File: src/rtl/ks_pipe_adder_pkg.sv
// Shared constants and elaboration helpers for the pipelined Kogge-Stone adder.
package ks_pipe_adder_pkg;

    // Bits resolved per pipeline stage; fixed by the ksadder_16 slice.
    localparam int unsigned SLICE = 16;

    // Legal operand widths are whole, non-zero multiples of the slice width.
    function automatic bit width_ok(int unsigned width);
        return (width >= SLICE) && ((width % SLICE) == 0);
    endfunction

endpackage

File: src/rtl/ksadder_16.sv
// 16-bit Kogge-Stone adder slice with carry-in and carry-out.
module ksadder_16 (
    input  logic [15:0] a_n,
    input  logic [15:0] b_n,
    input  logic        cin,
    output logic [15:0] s_n,
    output logic        cout
);

    logic [4:0][15:0] g_lvl;
    logic [4:0][15:0] p_lvl;
    logic [16:0]      carry;

    // Log-depth parallel prefix over (generate, propagate) pairs.
    always_comb begin
        g_lvl[0] = a_n & b_n;
        p_lvl[0] = a_n ^ b_n;
        for (int l = 0; l < 4; l++) begin
            g_lvl[l+1] = g_lvl[l];
            p_lvl[l+1] = p_lvl[l];
            for (int i = (1 << l); i < 16; i++) begin
                g_lvl[l+1][i] = g_lvl[l][i] | (p_lvl[l][i] & g_lvl[l][i-(1<<l)]);
                p_lvl[l+1][i] = p_lvl[l][i] & p_lvl[l][i-(1<<l)];
            end
        end
    end

    // Fold carry-in through the group propagate, then form sum bits.
    always_comb begin
        carry = {g_lvl[4] | (p_lvl[4] & {16{cin}}), cin};
        s_n   = p_lvl[0] ^ carry[15:0];
        cout  = carry[16];
    end

endmodule

File: src/rtl/ks_pipe_adder.sv
// Elastic pipelined wide adder: one 16-bit Kogge-Stone slice resolved per stage,
// carry and not-yet-added operand slices carried forward in registers.
module ks_pipe_adder
    import ks_pipe_adder_pkg::*;
#(
    parameter int unsigned WIDTH = 64
) (
    input  logic             clk,
    input  logic             rst_n,
    input  logic             in_valid,
    output logic             in_ready,
    input  logic [WIDTH-1:0] a,
    input  logic [WIDTH-1:0] b,
    input  logic             cin,
    output logic             out_valid,
    input  logic             out_ready,
    output logic [WIDTH-1:0] sum,
    output logic             cout
);

    localparam int unsigned STAGES = WIDTH / SLICE;

    if (!width_ok(WIDTH)) begin : gen_width_check
        $error("ks_pipe_adder: WIDTH must be a non-zero multiple of 16");
    end

    logic [STAGES:0]              ready;
    logic [STAGES-1:0]            stage_valid;
    logic [STAGES-1:0]            stage_carry;
    logic [STAGES-1:0][WIDTH-1:0] stage_sum;
    // Skew registers hold remaining operand slices shifted down, next slice in [15:0].
    logic [STAGES-1:0][WIDTH-1:0] stage_a;
    logic [STAGES-1:0][WIDTH-1:0] stage_b;

    // Ready ripples back from the consumer; an empty stage is always ready.
    always_comb begin
        ready         = '0;
        ready[STAGES] = out_ready;
        for (int s = STAGES; s > 0; s--) begin
            ready[s-1] = ~stage_valid[s-1] | ready[s];
        end
    end

    for (genvar s = 0; s < STAGES; s++) begin : gen_stage
        logic [SLICE-1:0] op_a;
        logic [SLICE-1:0] op_b;
        logic             op_c;
        logic             valid_in;
        logic [WIDTH-1:0] sum_base;
        logic [WIDTH-1:0] a_rest;
        logic [WIDTH-1:0] b_rest;
        logic [SLICE-1:0] slice_sum;
        logic             slice_cout;
        logic [WIDTH-1:0] sum_next;
        logic             valid_q;
        logic             carry_q;
        logic [WIDTH-1:0] sum_q;
        logic [WIDTH-1:0] a_q;
        logic [WIDTH-1:0] b_q;

        if (s == 0) begin : gen_first
            // First stage takes its slice straight from the input operands.
            always_comb begin
                op_a     = a[SLICE-1:0];
                op_b     = b[SLICE-1:0];
                op_c     = cin;
                valid_in = in_valid;
                sum_base = '0;
                a_rest   = a >> SLICE;
                b_rest   = b >> SLICE;
            end
        end else begin : gen_next
            // Later stages consume the next skewed slice and the previous carry.
            always_comb begin
                op_a     = stage_a[s-1][SLICE-1:0];
                op_b     = stage_b[s-1][SLICE-1:0];
                op_c     = stage_carry[s-1];
                valid_in = stage_valid[s-1];
                sum_base = stage_sum[s-1];
                a_rest   = stage_a[s-1] >> SLICE;
                b_rest   = stage_b[s-1] >> SLICE;
            end
        end

        ksadder_16 u_add (
            .a_n  (op_a),
            .b_n  (op_b),
            .cin  (op_c),
            .s_n  (slice_sum),
            .cout (slice_cout)
        );

        // Append this stage's sum slice to the partial sum.
        always_comb begin
            sum_next                   = sum_base;
            sum_next[s*SLICE +: SLICE] = slice_sum;
        end

        // Stage register: load whenever ready, otherwise hold.
        always_ff @(posedge clk or negedge rst_n) begin
            if (!rst_n) begin
                valid_q <= 1'b0;
                carry_q <= 1'b0;
                sum_q   <= '0;
                a_q     <= '0;
                b_q     <= '0;
            end else if (ready[s]) begin
                valid_q <= valid_in;
                carry_q <= slice_cout;
                sum_q   <= sum_next;
                a_q     <= a_rest;
                b_q     <= b_rest;
            end
        end

        assign stage_valid[s] = valid_q;
        assign stage_carry[s] = carry_q;
        assign stage_sum[s]   = sum_q;
        assign stage_a[s]     = a_q;
        assign stage_b[s]     = b_q;
    end

    // The last stage has no operand slices left to pass on.
    logic unused_skew;
    assign unused_skew = ^{stage_a[STAGES-1], stage_b[STAGES-1]};

    assign in_ready  = ready[0];
    assign out_valid = stage_valid[STAGES-1];
    assign sum       = stage_sum[STAGES-1];
    assign cout      = stage_carry[STAGES-1];

endmodule
File: config.mk
export PLATFORM = sky130hd
export DESIGN_NAME = ks_pipe_adder
export DESIGN_NICKNAME = d
export VERILOG_FILES = /design/src/rtl/ks_pipe_adder_pkg.sv /design/src/rtl/ksadder_16.sv /design/src/rtl/ks_pipe_adder.sv
export SDC_FILE = /design/constraint.sdc
export NUM_CORES = 1
export LEC_CHECK = 0
export CAP_MARGIN = 20
export CORE_MARGIN = 2
export CORE_UTILIZATION = 50
export CTS_BUF_LIST = sky130_fd_sc_hd__clkbuf_8
export CTS_CLUSTER_DIAMETER = 30
export DETAILED_ROUTE_END_ITERATION = 8
export HOLD_SLACK_MARGIN = 0.03
export PLACE_DENSITY = 0.79
export SYNTH_ARGS = -nofsm -noshare
export SYNTH_HDL_FRONTEND = slang
export SYNTH_SLANG_ARGS = --single-unit
File: constraint.sdc
create_clock -name clk -period 3.2 [get_ports clk]
set_input_delay 0.64 -clock clk [delete_from_list [all_inputs] [get_ports clk]]
set_output_delay 0.64 -clock clk [all_outputs]
set_load 0.01 [all_outputs]
# Yosys cells after proc, flatten, opt, wreduce, memory -nomap -nowiden
# Cells that the tools add are included.
[word_totals]
rom_bits = 0
output_inout_bits = 67
wordCells = 634
ram_bits = 0
latchBits = 0
reg_bits = 360
n_memories = 0
[classes]
mux = 0
n_reduce_logical = 0
addsub = 0
bitwise_logic = 616
div_mod_pow = 0
n_lt_le_gt_ge = 0
shifts = 0
n_eq_ne = 0
mul = 0
[op_table]
columns = ["cell", "count"]
rows = [
  ["1-bit bitwise AND", 392],
  ["1-bit bitwise OR", 200],
  ["16-bit bitwise AND", 8],
  ["16-bit XOR", 8],
  ["16-bit bitwise OR", 4],
  ["1-bit NOT", 4],
]

# Logic depth before layout (Yosys ltp)
[depth]
ltp_word = 11
depth_mapped = 10
ltp_nobuf = 9

# By module
# Synthesis repeated with hierarchy kept, for this count alone.
[hier_totals]
cells_unflattened = 1213
area_unflattened_um2 = 16817.4
[modules_own_cells]
columns = ["mod", "cells_per_inst", "area_per_inst_um2", "n_inst", "seq_area_each_um2"]
rows = [
  ["ks_pipe_adder", 763, 13482.9, 1, 9008.6],
  ["ksadder_16 at gen_stage[0].u_add ...", 117, 862.1, 2, 0.0],
  ["ksadder_16 at gen_stage[2].u_add", 110, 830.8, 1, 0.0],
  ["ksadder_16 at gen_stage[3].u_add", 106, 779.5, 1, 0.0],
]

# Worst setup path after synthesis
# Ideal clock, no wire load.
[synth_timing]
kind = "in2reg"
start = "input a[0]"
end = "register gen_stage[0].sum_q[14]"
setup_ps = 131
t_arrival_ps = 2412
stages = 9
required_ps = 3069
n_path_buf = 0
setup_slack_ps = 657
cell_sequence = "ha_1 > a211o_1 > a21oi_2 > a21oi_1 > a41o_1 > a211oi_2 > a21oi_1 > xnor2_1 > o21ai_1"
[synth_via]
elab_chain_len = 9
word_cells_on_any_way = 14
classes_between = "14 x bitwise"
[synth_rtl]
columns = ["element", "line_no", "rtl"]
rows = [
  ["start, declared", "ks_pipe_adder.sv:12", "input logic [WIDTH-1:0] a,"],
  ["16-bit bitwise AND", "ksadder_16.sv:16", "g_lvl[0] = a_n & b_n;"],
  ["1-bit bitwise AND", "ksadder_16.sv:22", "g_lvl[l+1][i] = g_lvl[l][i] | (p_lvl[l][i] & g_lvl[l][i-(1<<l)]);"],
  ["1-bit bitwise OR", "ksadder_16.sv:22", ""],
  ["1-bit bitwise AND", "ksadder_16.sv:22", ""],
  ["1-bit bitwise OR", "ksadder_16.sv:22", ""],
  ["1-bit bitwise AND", "ksadder_16.sv:22", ""],
  ["1-bit bitwise OR", "ksadder_16.sv:22", ""],
  ["16-bit bitwise OR (*)", "ksadder_16.sv:30", "carry = {g_lvl[4] | (p_lvl[4] & {16{cin}}), cin};"],
  ["16-bit XOR (*)", "ksadder_16.sv:31", "s_n = p_lvl[0] ^ carry[15:0];"],
  ["end signal, assigned", "ks_pipe_adder.sv:110", "sum_q <= sum_next;"],
  ["end, declared", "ks_pipe_adder.sv:57", "logic [WIDTH-1:0] sum_q;"],
]
# Every way passes the cells marked *; elsewhere a longest branch is shown, timed or not.
# A chain may end at the register's enable or synchronous reset.

# Worst setup path in the final report
[layout_timing]
start = "input out_ready"
end = "output in_ready"
[layout_via]
elab_chain_len = 4
[layout_rtl]
columns = ["element", "line_no", "rtl"]
rows = [
  ["start, declared", "ks_pipe_adder.sv:16", "input logic out_ready,"],
  ["1-bit bitwise OR (4 in a row)", "ks_pipe_adder.sv:40", "ready[s-1] = ~stage_valid[s-1] | ready[s];"],
  ["end, declared", "ks_pipe_adder.sv:11", "output logic in_ready,"],
]
# Every way passes these cells.

==> impl_metrics.ini <==
[detailed_routing]
wl_per_cell_um = 14.5
ant_nets = 0
wl_um = 33800
via_per_inst = 5.06
dr.pass1.iters = 5
drc = 0
vias = 11800
drt_iter0_drc = 631

[sta]
hold_viol_final = 0
worst_clock_skew_ps = 29.0
final-max-slew-violation-count = 0
fin_crit_ps = 2840
max_freq_ghz = 0.352
fin_crit_sh = 0.888
finalSetupViolCount = 0
whs_ps = 460
relSlewSlack = 0.288
worst_pin_slew_ps = 1070
finalSetupTns_ps = 0
rsz0062_at_grt = no

[grt]
grtUsageTotal = 0.210
grt_pass1_wl_um = 56600
grt_max_degree = 116
antenna_found_initial = 4
grt_pass1_vias = 11900
overflow = 0

[synth]
syn_inst = 1657
yosysSeqAreaShare = 0.575
yosys_register_bits = 360
synth.distinct_cells = 54
yosys_warnings = 0
synth_top_flop_cell = dfrtp_1
syn_area_um2 = 15700
syn_area_per_cell_um2 = 9.46
async_reset_ff_frac = 1.00
synth_nets = 1858
synth_edf_count = 0

[clock_tree]
cts_buffers = 72
h-tree-depth = 3
path_clk_slew_ps = 50
cts_tree = built
numClockSinks = 360
insertion_delay_ps = 570
cts_setup_buffers = 0
cts_buffer_depth = 3
cts-root-buf = clkbuf_8

[final_layout]
num-fill-cells = 2493
seq_area_um2 = 9010
final_nets = 2078
multi_input_area_um2 = 6380
layout-drive-gt1-share = 0.103
syn_to_final_growth_pct = 26.0

[die]
die_area_um2 = 32800
core_area_um2 = 30700
io_pins = 200
die_h_um = 181
die_w_um = 181
initial_core_util = 0.510
num_rows = 64

[placement]
io_buffer_count = 199
gp_congestion = 0.806
hpwl_um = 22000

[run_status]
status = completed

[worst_hold_path]
holdPathStages = 1
worstHoldStart = gen_stage[0].valid_q$_DFFE_PN0P_
whs_endpoint = gen_stage[1].valid_q$_DFFE_PN0P_
hp-class = flop to flop

[pwr]
power_density_nw_per_um2 = 786
total_power_uw = 15500
total_leakage_power_uw = 0.00976
peakVddDrop_mv = 0.325

[worst_setup_path]
timing.setup.critical_path_class = input port to output port
cp-start-kind = input port
r2r_cells = 10
critical_path.startpoint = out_ready
r2r-end = cout$_DFFE_PN0P_
r2r_setup_slack_ps = 480
crit_arrival_ps = 2200
crit_required_ps = 2560
path_max_fanout = 2
r2r_start = gen_stage[2].b_q[7]$_DFFE_PN0P_
worstSetupEndpointType = output port

[flow_run]
drv_cap = 0
-- placed cells by master, fill, tap and decap left out, types with 3 or more instances in the layout --
cell type,n
ha_1,64
inv_1,21
clkinv_2,12
nor3_1,14
clkdlybuf4s50_1,198
o21a_1,11
buf_4,11
o31ai_1,8
mux2_2,50
nor2b_1,10
o21bai_1,6
o21ai_1,12
a21oi_1,43
diode_2,4
nor2_1,45
nand3_1,6
bufinv_16,8
nand2b_1,3
a211oi_1,7
buf_12,8
o21ai_0,34
clkinvlp_4,7
a21o_1,15
or2_2,3
fa_1,4
dfrtp_1,360
nor3b_1,4
xor2_1,20
or3_1,4
xnor2_1,25
nand2_1,788
clkbuf_8,83
and2_1,3
-- power by group --
group	leakage [uW]	switching (uW)	internal [uW]
combinational	0.00463	1980	2070
clock	0.000840	1960	3030
sequential	0.00429	702	5780
total	0.00976	4640	10900
-- sequential cells by signal, summed over array words and instances, names as in the netlist --
name / cells
cout: 1
gen_stage.a_q: 96
gen_stage.carry_q: 3
sum: 64
gen_stage.valid_q: 3
out_valid: 1
gen_stage.sum_q: 96
gen_stage.b_q: 96
-- layer usage --
metal | track usage | part of all wire | vias up
met3 | 0.0419 | 0.046 | 47
met4 | 0.0719 | 0.019 | 0
met5 | 0 | 0 | -
met2 | 0.363 | 0.50 | 253
met1 | 0.265 | 0.43 | 5686
li1 | - | - | 5805
-- synthesized netlist by cell type, types with 2 or more instances --
| cell type | n | area (um2) |
|---|---|---|
| o2111ai_1 | 2 | 17.5 |
| mux2_2 | 50 | 563 |
| nand2b_1 | 3 | 18.8 |
| nand3_1 | 6 | 30.0 |
| o21ai_1 | 12 | 60.1 |
| and3_1 | 2 | 12.5 |
| xnor2_1 | 25 | 219 |
| and2_1 | 5 | 31.3 |
| o21ai_0 | 34 | 170 |
| or3_1 | 4 | 25.0 |
| xor2_1 | 20 | 175 |
| o31ai_1 | 8 | 60.1 |
| clkbuf_1 | 65 | 244 |
| buf_1 | 6 | 22.5 |
| a21oi_1 | 43 | 215 |
| a31oi_1 | 2 | 12.5 |
| buf_2 | 2 | 10.0 |
| o21bai_1 | 6 | 45.0 |
| nor2_1 | 45 | 169 |
| inv_1 | 8 | 30.0 |
| o21a_1 | 11 | 82.6 |
| or2_2 | 3 | 18.8 |
| a22o_1 | 2 | 17.5 |
| ha_1 | 64 | 801 |
| a211o_1 | 2 | 17.5 |
| nor3b_1 | 4 | 30.0 |
| dfrtp_1 | 360 | 9010 |
| nor3_1 | 14 | 70.1 |
| a211oi_1 | 7 | 52.6 |
| mux2i_1 | 2 | 20.0 |
| nand2_1 | 790 | 2970 |
| nor2b_1 | 11 | 68.8 |
| fa_1 | 4 | 80.1 |
| a21o_1 | 15 | 113 |
-- worst max-delay path, cell delays in order --
cell,delay (ps)
clkdlybuf4s50_1,510
nor2b_4,70
and3_4,180
and2_4,170
inv_4,60
clkdlybuf4s50_1,570
-- metrics by stage --
| step | cell area (um2) | instances | worst slack [ps] | util |
|---|---|---|---|---|
| 6_report | 19800 | 2329 | 357 | 0.642 |
| 5_1_grt | 19800 | 2329 | 295 | 0.642 |
| 4_1_cts | 19700 | 2325 | 325 | 0.642 |
| 3_5_place_dp | 18200 | 2198 | 17.4 | 0.591 |
| 3_3_place_gp | 18200 | 2198 | 65.4 | 0.591 |
| 2_1_floorplan | 15700 | 1657 | 657 | - |
-- cell type report --
cell class / instances / share of cell area
flip-flops and latches: 360 / 0.456
clock inverters: 43 / 0.0217
diodes: 4 / 0.000507
repair buffers: 219 / 0.114
multi-input cells: 1215 / 0.323
well taps: 396 / 0.0251
inverters: 9 / 0.00184
clock buffers: 83 / 0.0578
-- worst max-delay path by stage --
stage	to	slack, ps
finish	in_ready	360
global placement	gen_stage[0].sum_q[14]$_DFFE_PN0P_	70
floorplan	gen_stage[0].sum_q[14]$_DFFE_PN0P_	660
detailed placement	gen_stage[0].carry_q$_DFFE_PN0P_	20
CTS	in_ready	330
global route	in_ready	290
-- what timing repair did --
item	in CTS	in global routing
hold buffers	1	0
gates resized for setup	0	0
hold endpoints to repair	42	0
-- cell families (layout without fill, tap and decap cells) --
family                   after synthesis  in the layout  share of synthesized area
adder cells (fa/ha/maj)               68             68                     0.0562
flip-flops                           360            360                      0.575
AO/OA/AOI/OAI                        160            160                     0.0659
buffers and inverters                 82            354                     0.0198
AND/OR/NAND/NOR                      890            890                      0.221
multiplexers                          52             52                     0.0372
XOR/XNOR                              45             45                     0.0251
other                                  0              4                          0
No activity file was read; power rests on OpenSTA's default activity.
